===== src/rtl/pipe_hazard_ctrl_pkg.sv =====
// Shared types for the pipeline hazard controller: FSM states, strobe bundle
// and default watchdog sizing.
package pipe_ctrl_pkg;

  typedef enum logic [1:0] {
    RUN      = 2'd0,
    MEM_WAIT = 2'd1,
    TIMEOUT  = 2'd2
  } ctrlState_t;

  localparam int unsigned DEFAULT_MEM_TIMEOUT = 64;
  localparam int unsigned DEFAULT_CNT_W       = 10;

  typedef struct packed {
    logic freezePC;
    logic freezeIFID;
    logic flushIFID;
    logic freezeIDEX;
    logic flushIDEX;
    logic freezeEXMEM;
    logic freezeMEMWB;
  } strobes_t;

  localparam strobes_t STROBES_NONE   = '0;
  localparam strobes_t STROBES_FLUSH  = '{freezePC: 1'b0, freezeIFID: 1'b0, flushIFID: 1'b1,
                                          freezeIDEX: 1'b0, flushIDEX: 1'b1,
                                          freezeEXMEM: 1'b0, freezeMEMWB: 1'b0};
  localparam strobes_t STROBES_FREEZE = '{freezePC: 1'b1, freezeIFID: 1'b1, flushIFID: 1'b0,
                                          freezeIDEX: 1'b1, flushIDEX: 1'b0,
                                          freezeEXMEM: 1'b1, freezeMEMWB: 1'b1};
  localparam strobes_t STROBES_BUBBLE = '{freezePC: 1'b1, freezeIFID: 1'b1, flushIFID: 1'b0,
                                          freezeIDEX: 1'b0, flushIDEX: 1'b1,
                                          freezeEXMEM: 1'b0, freezeMEMWB: 1'b0};

endpackage


===== src/rtl/pipe_hazard_ctrl_if.sv =====
// Event inputs and freeze/flush strobes between the pipeline datapath (master)
// and the hazard controller (slave).
interface pipe_hazard_ctrl_if;

  logic        hazard;
  logic        branchTaken;
  logic        memReq;
  logic        memReady;
  logic        freezePC;
  logic        freezeIFID;
  logic        flushIFID;
  logic        freezeIDEX;
  logic        flushIDEX;
  logic        freezeEXMEM;
  logic        freezeMEMWB;
  logic        memTimeout;
  logic [31:0] stallCount;
  logic [31:0] flushCount;

  modport master (
    output hazard, branchTaken, memReq, memReady,
    input  freezePC, freezeIFID, flushIFID, freezeIDEX, flushIDEX,
           freezeEXMEM, freezeMEMWB, memTimeout, stallCount, flushCount
  );

  modport slave (
    input  hazard, branchTaken, memReq, memReady,
    output freezePC, freezeIFID, flushIFID, freezeIDEX, flushIDEX,
           freezeEXMEM, freezeMEMWB, memTimeout, stallCount, flushCount
  );

endinterface


===== src/rtl/pipe_hazard_ctrl_mem_wait_timer.sv =====
// Memory-wait watchdog: counts consecutive not-ready cycles and holds the
// sticky timeout flag until reset.
module mem_wait_timer
  import pipe_ctrl_pkg::*;
#(
  parameter int unsigned MEM_TIMEOUT = DEFAULT_MEM_TIMEOUT,
  parameter int unsigned CNT_W       = DEFAULT_CNT_W
) (
  input  logic clk,
  input  logic rst,
  input  logic cntLoad,
  input  logic cntInc,
  input  logic cntClr,
  input  logic timeoutSet,
  output logic atLimit,
  output logic memTimeout
);

  logic [CNT_W-1:0] waitCnt;

  // NOTE: reset is asynchronous and active-low; the sensitivity list must name
  // its falling edge so the flops clear without waiting for a clock.
  always_ff @(posedge clk or negedge rst) begin
    if (!rst) begin
      waitCnt <= '0;
    end else if (cntClr) begin
      waitCnt <= '0;
    end else if (cntLoad) begin
      waitCnt <= CNT_W'(1);
    end else if (cntInc) begin
      waitCnt <= waitCnt + 1'b1;
    end
  end

  always_ff @(posedge clk or negedge rst) begin
    if (!rst) begin
      memTimeout <= 1'b0;
    end else if (timeoutSet) begin
      memTimeout <= 1'b1;
    end
  end

  assign atLimit = (waitCnt == CNT_W'(MEM_TIMEOUT));

endmodule


===== src/rtl/pipe_hazard_ctrl.sv =====
// Pipeline freeze/flush arbiter for load-use, taken-branch and slow-memory events.
// Optional performance counters are enabled with `define HAZARD_PERF_CNT_EN.
module pipe_hazard_ctrl
  import pipe_ctrl_pkg::*;
#(
  parameter int unsigned MEM_TIMEOUT = DEFAULT_MEM_TIMEOUT,
  parameter int unsigned CNT_W       = DEFAULT_CNT_W
) (
  input logic             clk,
  input logic             rst,
  pipe_hazard_ctrl_if.slave ctrl
);

  ctrlState_t state;
  strobes_t   strobes;
  logic       memMiss;
  logic       memStall;
  logic       branchFlush;
  logic       atLimit;
  logic       memTimeout;

  assign memMiss = ctrl.memReq && !ctrl.memReady;

  assign memStall = (state == RUN && memMiss) ||
                    (state == MEM_WAIT && !ctrl.memReady) ||
                    (state == TIMEOUT);

  assign branchFlush = !memStall && ctrl.branchTaken;

  // NOTE: every always_comb output gets a default first so no path can infer a latch.
  always_comb begin
    strobes = STROBES_NONE;
    if (!rst) begin
      strobes = STROBES_FLUSH;
    end else if (memStall) begin
      strobes = STROBES_FREEZE;
    end else if (branchFlush) begin
      strobes = STROBES_FLUSH;
    end else if (ctrl.hazard) begin
      strobes = STROBES_BUBBLE;
    end
  end

  // NOTE: sequential state uses non-blocking assignments so all flops update together.
  always_ff @(posedge clk or negedge rst) begin
    if (!rst) begin
      state <= RUN;
    end else begin
      unique case (state)
        RUN:      if (memMiss) state <= MEM_WAIT;
        MEM_WAIT: begin
          // A dropped request is treated like a completed access.
          if (ctrl.memReady || !ctrl.memReq) state <= RUN;
          else if (atLimit)                  state <= TIMEOUT;
        end
        TIMEOUT:  state <= TIMEOUT;
        default:  state <= RUN;
      endcase
    end
  end

  mem_wait_timer #(
    .MEM_TIMEOUT (MEM_TIMEOUT),
    .CNT_W       (CNT_W)
  ) u_timer (
    .clk        (clk),
    .rst        (rst),
    .cntLoad    (state == RUN && memMiss),
    .cntInc     (state == MEM_WAIT && memMiss && !atLimit),
    .cntClr     (state == MEM_WAIT && (ctrl.memReady || !ctrl.memReq)),
    .timeoutSet (state == MEM_WAIT && memMiss && atLimit),
    .atLimit    (atLimit),
    .memTimeout (memTimeout)
  );

  assign ctrl.freezePC    = strobes.freezePC;
  assign ctrl.freezeIFID  = strobes.freezeIFID;
  assign ctrl.flushIFID   = strobes.flushIFID;
  assign ctrl.freezeIDEX  = strobes.freezeIDEX;
  assign ctrl.flushIDEX   = strobes.flushIDEX;
  assign ctrl.freezeEXMEM = strobes.freezeEXMEM;
  assign ctrl.freezeMEMWB = strobes.freezeMEMWB;
  assign ctrl.memTimeout  = memTimeout;

`ifdef HAZARD_PERF_CNT_EN
  logic [31:0] stallCnt;
  logic [31:0] flushCnt;

  // Both counters saturate rather than wrap.
  always_ff @(posedge clk or negedge rst) begin
    if (!rst) begin
      stallCnt <= '0;
      flushCnt <= '0;
    end else begin
      if (strobes.freezePC && state != TIMEOUT && stallCnt != '1) stallCnt <= stallCnt + 1'b1;
      if (branchFlush && flushCnt != '1)                          flushCnt <= flushCnt + 1'b1;
    end
  end

  assign ctrl.stallCount = stallCnt;
  assign ctrl.flushCount = flushCnt;
`else
  assign ctrl.stallCount = '0;
  assign ctrl.flushCount = '0;
`endif

endmodule


===== src/flat_wrapper.sv =====
// flat-port wrapper written by rule: the top's interface ports become plain ports
module pipe_hazard_ctrl_flat import pipe_ctrl_pkg::*;
#(
  parameter int unsigned MEM_TIMEOUT = DEFAULT_MEM_TIMEOUT,
  parameter int unsigned CNT_W       = DEFAULT_CNT_W
)
  (clk, rst, ctrl_hazard, ctrl_branchTaken, ctrl_memReq, ctrl_memReady, ctrl_freezePC, ctrl_freezeIFID, ctrl_flushIFID, ctrl_freezeIDEX, ctrl_flushIDEX, ctrl_freezeEXMEM, ctrl_freezeMEMWB, ctrl_memTimeout, ctrl_stallCount, ctrl_flushCount);
  pipe_hazard_ctrl_if ctrl_i ();
  input logic clk;
  input logic rst;
  input wire logic [$bits(ctrl_i.hazard)-1:0] ctrl_hazard;
  input wire logic [$bits(ctrl_i.branchTaken)-1:0] ctrl_branchTaken;
  input wire logic [$bits(ctrl_i.memReq)-1:0] ctrl_memReq;
  input wire logic [$bits(ctrl_i.memReady)-1:0] ctrl_memReady;
  output wire logic [$bits(ctrl_i.freezePC)-1:0] ctrl_freezePC;
  output wire logic [$bits(ctrl_i.freezeIFID)-1:0] ctrl_freezeIFID;
  output wire logic [$bits(ctrl_i.flushIFID)-1:0] ctrl_flushIFID;
  output wire logic [$bits(ctrl_i.freezeIDEX)-1:0] ctrl_freezeIDEX;
  output wire logic [$bits(ctrl_i.flushIDEX)-1:0] ctrl_flushIDEX;
  output wire logic [$bits(ctrl_i.freezeEXMEM)-1:0] ctrl_freezeEXMEM;
  output wire logic [$bits(ctrl_i.freezeMEMWB)-1:0] ctrl_freezeMEMWB;
  output wire logic [$bits(ctrl_i.memTimeout)-1:0] ctrl_memTimeout;
  output wire logic [$bits(ctrl_i.stallCount)-1:0] ctrl_stallCount;
  output wire logic [$bits(ctrl_i.flushCount)-1:0] ctrl_flushCount;
  assign ctrl_i.hazard = ctrl_hazard;
  assign ctrl_i.branchTaken = ctrl_branchTaken;
  assign ctrl_i.memReq = ctrl_memReq;
  assign ctrl_i.memReady = ctrl_memReady;
  assign ctrl_freezePC = ctrl_i.freezePC;
  assign ctrl_freezeIFID = ctrl_i.freezeIFID;
  assign ctrl_flushIFID = ctrl_i.flushIFID;
  assign ctrl_freezeIDEX = ctrl_i.freezeIDEX;
  assign ctrl_flushIDEX = ctrl_i.flushIDEX;
  assign ctrl_freezeEXMEM = ctrl_i.freezeEXMEM;
  assign ctrl_freezeMEMWB = ctrl_i.freezeMEMWB;
  assign ctrl_memTimeout = ctrl_i.memTimeout;
  assign ctrl_stallCount = ctrl_i.stallCount;
  assign ctrl_flushCount = ctrl_i.flushCount;
  pipe_hazard_ctrl #(.MEM_TIMEOUT(MEM_TIMEOUT), .CNT_W(CNT_W)) u_core (.clk(clk), .rst(rst), .ctrl(ctrl_i));
endmodule

===== config.mk =====
export PLATFORM = sky130hd
export DESIGN_NAME = pipe_hazard_ctrl_flat
export DESIGN_NICKNAME = d
export VERILOG_FILES = /design/src/rtl/pipe_hazard_ctrl_pkg.sv /design/src/rtl/pipe_hazard_ctrl_if.sv /design/src/rtl/pipe_hazard_ctrl_mem_wait_timer.sv /design/src/rtl/pipe_hazard_ctrl.sv /design/src/flat_wrapper.sv
export SDC_FILE = /design/constraint.sdc
export NUM_CORES = 1
export LEC_CHECK = 0
export CAP_MARGIN = 20
export CELL_PAD_IN_SITES_DETAIL_PLACEMENT = 1
export CELL_PAD_IN_SITES_GLOBAL_PLACEMENT = 1
export CORE_ASPECT_RATIO = 1.4
export CORE_MARGIN = 2
export CORE_UTILIZATION = 27
export CTS_CLUSTER_DIAMETER = 100
export DETAILED_ROUTE_END_ITERATION = 8
export PLACE_DENSITY = 0.95
export SYNTH_ARGS = -nofsm -noshare
export SYNTH_HDL_FRONTEND = slang
export SYNTH_HIERARCHICAL = 1
export SYNTH_SLANG_ARGS = --single-unit

===== constraint.sdc =====
create_clock -name clk -period 5.9 [get_ports clk]
set_clock_uncertainty 0.05 [all_clocks]
set_input_delay 1.18 -clock clk [delete_from_list [all_inputs] [get_ports clk]]
set_output_delay 1.18 -clock clk [all_outputs]
set_load 0.05 [all_outputs]

==> results of run 1 <==
## state kept, by name (all words and copies together), names as in the netlist
register,cells
u_core/u_timer/waitCnt,10
u_core/u_timer/memTimeout,1
u_core/state,2
## through the flow
| step | hold slack (ns) | total power, W | cells | cell area (sq um) |
|---|---|---|---|---|
| after floorplan | 0.453 | 0.000249 | 213 | 1490 |
| after global placement | 0.407 | 0.000228 | 219 | 1180 |
| after detailed placement | 0.421 | 0.000231 | 219 | 1180 |
| after CTS | 0.435 | 0.000312 | 223 | 1230 |
| after global routing | 0.451 | 0.000327 | 223 | 1230 |
| final | 0.425 | 0.000312 | 223 | 1230 |
## metal layers
metal,global-route usage,vias to the layer above
met5,0,-
met4,0.0890,0
met3,0.0108,8
met2,0.149,58
met1,0.0900,393
li1,-,381
## cells by family after synthesis
family | count (synthesis) | synth area share
buf+inv | 75 | 0.428
simple gates | 41 | 0.190
flops | 13 | 0.259
compound gates | 12 | 0.0559
xor+xnor | 4 | 0.0279
fa+ha+maj | 2 | 0.0200
mux | 2 | 0.0160
other cells | 1 | 0.00299
## final cells by class
cell class | instances | share of cell area
inverters | 6 | 0.0183
clock inverters | 1 | 0.00407
flip-flops and latches | 13 | 0.264
well taps | 62 | 0.0631
clock buffers | 3 | 0.0336
multi-input cells | 125 | 0.511
repair buffers | 13 | 0.106
## Yosys cell counts (2+ instances only)
library cell,count,share of area
buf_4,68,0.41
dfrtp_1,13,0.26
nor2_1,9,0.027
inv_1,6,0.018
nand2_1,6,0.018
a21oi_1,4,0.016
nand4_1,4,0.020
o21ai_0,4,0.016
xor2_1,4,0.028
o31ai_1,3,0.018
or3_1,3,0.015
ha_1,2,0.020
mux2i_1,2,0.016
nor4_1,2,0.010
or2_2,2,0.010
or2b_1,2,0.012
or4_1,2,0.012
## worst min-delay path by stage
stage	from	to	slack [ns]
5_1_grt	u_core/u_timer/memTimeout$_DFFE_PN0P_	u_core/u_timer/memTimeout$_DFFE_PN0P_	0.45
2_1_floorplan	u_core/u_timer/waitCnt[9]$_DFFE_PN0P_	u_core/u_timer/waitCnt[9]$_DFFE_PN0P_	0.45
3_3_place_gp	u_core/u_timer/memTimeout$_DFFE_PN0P_	u_core/u_timer/memTimeout$_DFFE_PN0P_	0.41
4_1_cts	u_core/u_timer/memTimeout$_DFFE_PN0P_	u_core/u_timer/memTimeout$_DFFE_PN0P_	0.44
6_report	u_core/u_timer/memTimeout$_DFFE_PN0P_	u_core/u_timer/memTimeout$_DFFE_PN0P_	0.43
3_5_place_dp	u_core/u_timer/memTimeout$_DFFE_PN0P_	u_core/u_timer/memTimeout$_DFFE_PN0P_	0.42
## power groups by stage
stage | clock (W) | combinational, W | sequential (W)
global route | 0.0000880 | 0.000140 | 0.0000986
CTS | 0.0000830 | 0.000132 | 0.0000976
floorplan | 0 | 0.000151 | 0.0000977
global placement | 0 | 0.000129 | 0.0000989
detailed placement | 0 | 0.000131 | 0.0000993
finish | 0.0000813 | 0.000133 | 0.0000980
==> results.json, run 1 <==
{
  "gp_congestion": 0.810,
  "max_stage_delay_ns": 0.91,
  "critical_path_class": "input pin to primary output",
  "n_antenna_cell": 0,
  "p_int_w": 0.000156,
  "clock-sinks": 13,
  "wl_met1_um": 832,
  "io_buffers": 13,
  "cts_resized": 0,
  "grt_usage": 0.0905,
  "multiInputGateArea_sq_um": 628,
  "dieArea_sq_mm": 0.00521,
  "setup_ws_ns": 1.51,
  "clock-root-buffer": "clkbuf_8",
  "worstSkewPairLatency_ns": 0.25,
  "slew_viol_final": 0,
  "start_util": 0.279,
  "fp.dieH_um": 84.6,
  "top_layer_used": "met4",
  "fin_setup_tns_ns": 0,
  "wire_per_inst_um": 10.2,
  "crit_path_end_kind": "primary output",
  "relSlewSlack": 0.542,
  "cp_num_cells": 3,
  "final_cell_mix": "conb_1, clkdlybuf4s50_1, dfrtp_1",
  "area_growth_pct": -1.90,
  "vias": 840,
  "dp_hpwl_um": 1820,
  "drtIter0Drc": 37,
  "syn_avg_cell_area_sq_um": 8.36,
  "crit_family": "buffers and inverters",
  "crit_path_end": "ctrl_freezeIDEX",
  "finalHoldViolCount": 0,
  "ys_ff_latch": 13,
  "p_sw_w": 0.000156,
  "startpoint_type": "input pin",
  "crit_arrival_ns": 3.16,
  "ant_nets": 0,
  "p_comb_frac": 0.426,
  "async_flop_share": 1.00,
  "status": "finished, final reports clean",
  "p_sw_frac": 0.501,
  "fin_crit_sh": 0.744,
  "max_freq_mhz": 228,
  "wl_um": 2280,
  "clkTransAtPathRegs_ns": 0.06,
  "htree_levels": 1,
  "crit_path_frequent_cell": "clkdlybuf4s50_1",
  "grt_antenna_before_repair": 0,
  "worstMarginPinSlew_ns": 0.685,
  "path_max_fanout": 17,
  "met2_length_um": 1160,
  "rrSetupSlack_ns": 3.57,
  "via_per_inst": 3.77,
  "crit_required_ns": 4.67,
  "power_density_mw_per_mm2": 254,
  "seqCellArea_sq_um": 325,
  "yosys_warnings": 6,
  "grt_pass1_vias": 812,
  "synth_edf_count": 0,
  "synthCells": 150,
  "cts_buffers": 3,
  "final_util": 0.273,
  "synthDistinctLibCells": 31,
  "cts_tree": "done",
  "drc": 0,
  "grt_pass1_wl_um": 3490,
  "firstDrtPassIters": 4,
  "drv_cap": 0,
  "die_w_um": 61.6,
  "final_common_cell": "conb_1",
  "row_count": 29,
  "layout-drive-gt1-share": 0.0497,
  "rsz0062_at_grt": "no",
  "peakVddDrop_v": 0.0000915,
  "n_fill_cell": 572,
  "clockBufferDepth": 2,
  "hold_depth": 1,
  "hold_path_class": "register to register",
  "cp_cell_sequence": "clkdlybuf4s50_1 > and2_1 > clkdlybuf4s50_1",
  "ios": 78,
  "core_area_sq_mm": 0.00450,
  "synthFlopType": "dfrtp_1",
  "wl_met3_um": 162,
  "worst-path-buf-inv": 2,
  "cts_setup_buffers": 0,
  "ff2ff_path_depth": 8,
  "pre_cts_slack_ns": 1.45,
  "r2r_end": "u_core/u_timer/waitCnt[9]$_DFFE_PN0P_",
  "setup_viol": 0,
  "grt-ovfl-total": 0,
  "power_leakage_nw": 0.616,
  "cts-hold-fix-buffers": 0,
  "cp-startpoint": "rst",
  "cp_slowest_cell": "clkdlybuf4s50_1",
  "syn_area_sq_mm": 0.00125,
  "grt_max_degree": 18,
  "r2r_start": "u_core/u_timer/waitCnt[0]$_DFFE_PN0P_",
  "yosysSeqAreaShare": 0.259,
  "min_period_ns": 4.39,
  "clockPowerShare": 0.260,
  "nNetsFinal": 170,
  "p_seq_frac": 0.314
}
Note: power is estimated with default switching activity, not from simulation.
==> run 2: changes to the inputs <==
- CORE_UTILIZATION: 27 -> 25
- PLACE_DENSITY: 0.95 -> 0.9
- clock period: 5.9 -> 4.1 ns (I/O delays scaled with it)
==> results.json, run 2 (same netlist as run 1, synthesis figures left out) <==
{
  "rsz0062_at_grt": "no",
  "worstMarginPinSlew_ns": 0.506,
  "firstDrtPassIters": 4,
  "crit_arrival_ns": 2.78,
  "cts_buffers": 3,
  "grt_usage": 0.0804,
  "grt_max_degree": 14,
  "critical_path_class": "input pin to primary output",
  "nNetsFinal": 171,
  "final_common_cell": "conb_1",
  "fp.dieH_um": 87.8,
  "dieArea_sq_mm": 0.00561,
  "via_per_inst": 3.72,
  "grt_pass1_vias": 830,
  "power_density_mw_per_mm2": 361,
  "startpoint_type": "input pin",
  "clkTransAtPathRegs_ns": 0.05,
  "dp.cells": 222,
  "clockBufferDepth": 2,
  "die_w_um": 63.9,
  "drv_cap": 0,
  "cts_tree": "done",
  "dp_hpwl_um": 1810,
  "setup_viol": 0,
  "drtIter0Drc": 17,
  "fin_area_sq_mm": 0.00124,
  "vias": 841,
  "peakVddDrop_v": 0.0000689,
  "cts_resized": 0,
  "clock-sinks": 13,
  "final_cell_mix": "conb_1, clkdlybuf4s50_1, dfrtp_1",
  "n_antenna_cell": 0,
  "cts-hold-fix-buffers": 0,
  "ff2ff_path_depth": 8,
  "fin_setup_tns_ns": 0,
  "crit_path_end_kind": "primary output",
  "fin_cells": 226,
  "path_max_fanout": 4,
  "crit_required_ns": 3.23,
  "ios": 78,
  "cts_setup_buffers": 0,
  "fin_crit_sh": 0.890,
  "largest_reg_flops": 10,
  "finalHoldViolCount": 0,
  "whs_ns": 0.419,
  "area_growth_pct": -1.20,
  "relSlewSlack": 0.662,
  "min_period_ns": 3.65,
  "worstSkewPairLatency_ns": 0.24,
  "row_count": 30,
  "layout-drive-gt1-share": 0.0494,
  "power_leakage_nw": 0.618,
  "grt-ovfl-total": 0,
  "io_buffers": 13,
  "final_util": 0.256,
  "slew_viol_final": 0,
  "ant_nets": 0,
  "hold_path_class": "register to register",
  "max_freq_mhz": 274,
  "clock-root-buffer": "clkbuf_8",
  "wire_per_inst_um": 9.98,
  "grt_pass1_wl_um": 3510,
  "drc": 0,
  "place_area_sq_mm": 0.00119,
  "grt_antenna_before_repair": 0,
  "reg.largest.list": "u_core/u_timer/waitCnt (10), u_core/state (2), u_core/u_timer/memTimeout (1)",
  "wl_um": 2260,
  "gp_congestion": 0.773,
  "status": "finished, final reports clean",
  "core_area_sq_mm": 0.00484,
  "hold_depth": 1,
  "regMostFlops": "u_core/u_timer/waitCnt",
  "start_util": 0.259,
  "htree_levels": 1
}
-- run 2: cell count changes in the layout (fill, tap and decap cells not counted) --
cell / previous run / this run
clkinv_2: 1 / 0
buf_4: 0 / 1
clkbuf_1: 0 / 1
-- run 2: metal layers --
layer	share of wire	vias to the layer above	track usage
met1	0.36	393	0.0757
met5	0	-	0
met4	0.043	0	0.0711
li1	-	382	-
met2	0.52	59	0.149
met3	0.077	7	0.0129
-- run 2: power by group --
| group | total (W) | switching, W | leakage (nW) | internal, W |
|---|---|---|---|---|
| clock | 0.000114 | 0.0000452 | 0.0228 | 0.0000686 |
| sequential | 0.000140 | 0.00000714 | 0.178 | 0.000133 |
| combinational | 0.000193 | 0.000169 | 0.417 | 0.0000244 |
| total | 0.000447 | 0.000221 | 0.618 | 0.000226 |
-- run 2: final cells by class --
class	count	area (sq um)
tap	64	80.1
multi-input combinational	125	628
clock buffer	4	45.0
fill	611	3600
timing repair buffer	14	138
sequential	13	325
inverter	6	22.5
-- run 2: worst paths after layout --
check,startpoint,to,slack (ns)
worst max-delay path,ctrl_memReq,ctrl_freezeEXMEM,0.45
worst min-delay path,u_core/u_timer/memTimeout$_DFFE_PN0P_,u_core/u_timer/memTimeout$_DFFE_PN0P_,0.42
worst max register to register,u_core/u_timer/waitCnt[0]$_DFFE_PN0P_,u_core/u_timer/waitCnt[5]$_DFFE_PN0P_,1.89
worst min register to register,u_core/u_timer/memTimeout$_DFFE_PN0P_,u_core/u_timer/memTimeout$_DFFE_PN0P_,0.42
max in group asynchronous,rst,u_core/u_timer/waitCnt[5]$_DFFE_PN0P_,2.83
min in group asynchronous,rst,u_core/u_timer/waitCnt[6]$_DFFE_PN0P_,1.01
-- run 2: worst max-delay path, cell delays in order --
cell and delay, ns:
clkdlybuf4s50_1 0.49, nor2_1 0.05, o31ai_1 0.37, and2_1 0.24, clkdlybuf4s50_1 0.82
-- run 2: metrics by stage --
stage | total power (W) | setup WS (ns)
final | 0.000447 | 0.450
after global routing | 0.000469 | 0.342
after CTS | 0.000451 | 0.419
after detailed placement | 0.000335 | 0.435
after global placement | 0.000330 | 0.511
after floorplan | 0.000358 | 1.13
==> run 3: changes to the inputs <==
- CAP_MARGIN: 20 -> default
- CTS_CLUSTER_DIAMETER: 100 -> 80
==> results of run 3 <==
Same layout as run 2: the final DEF is identical, and so are final timing and power.
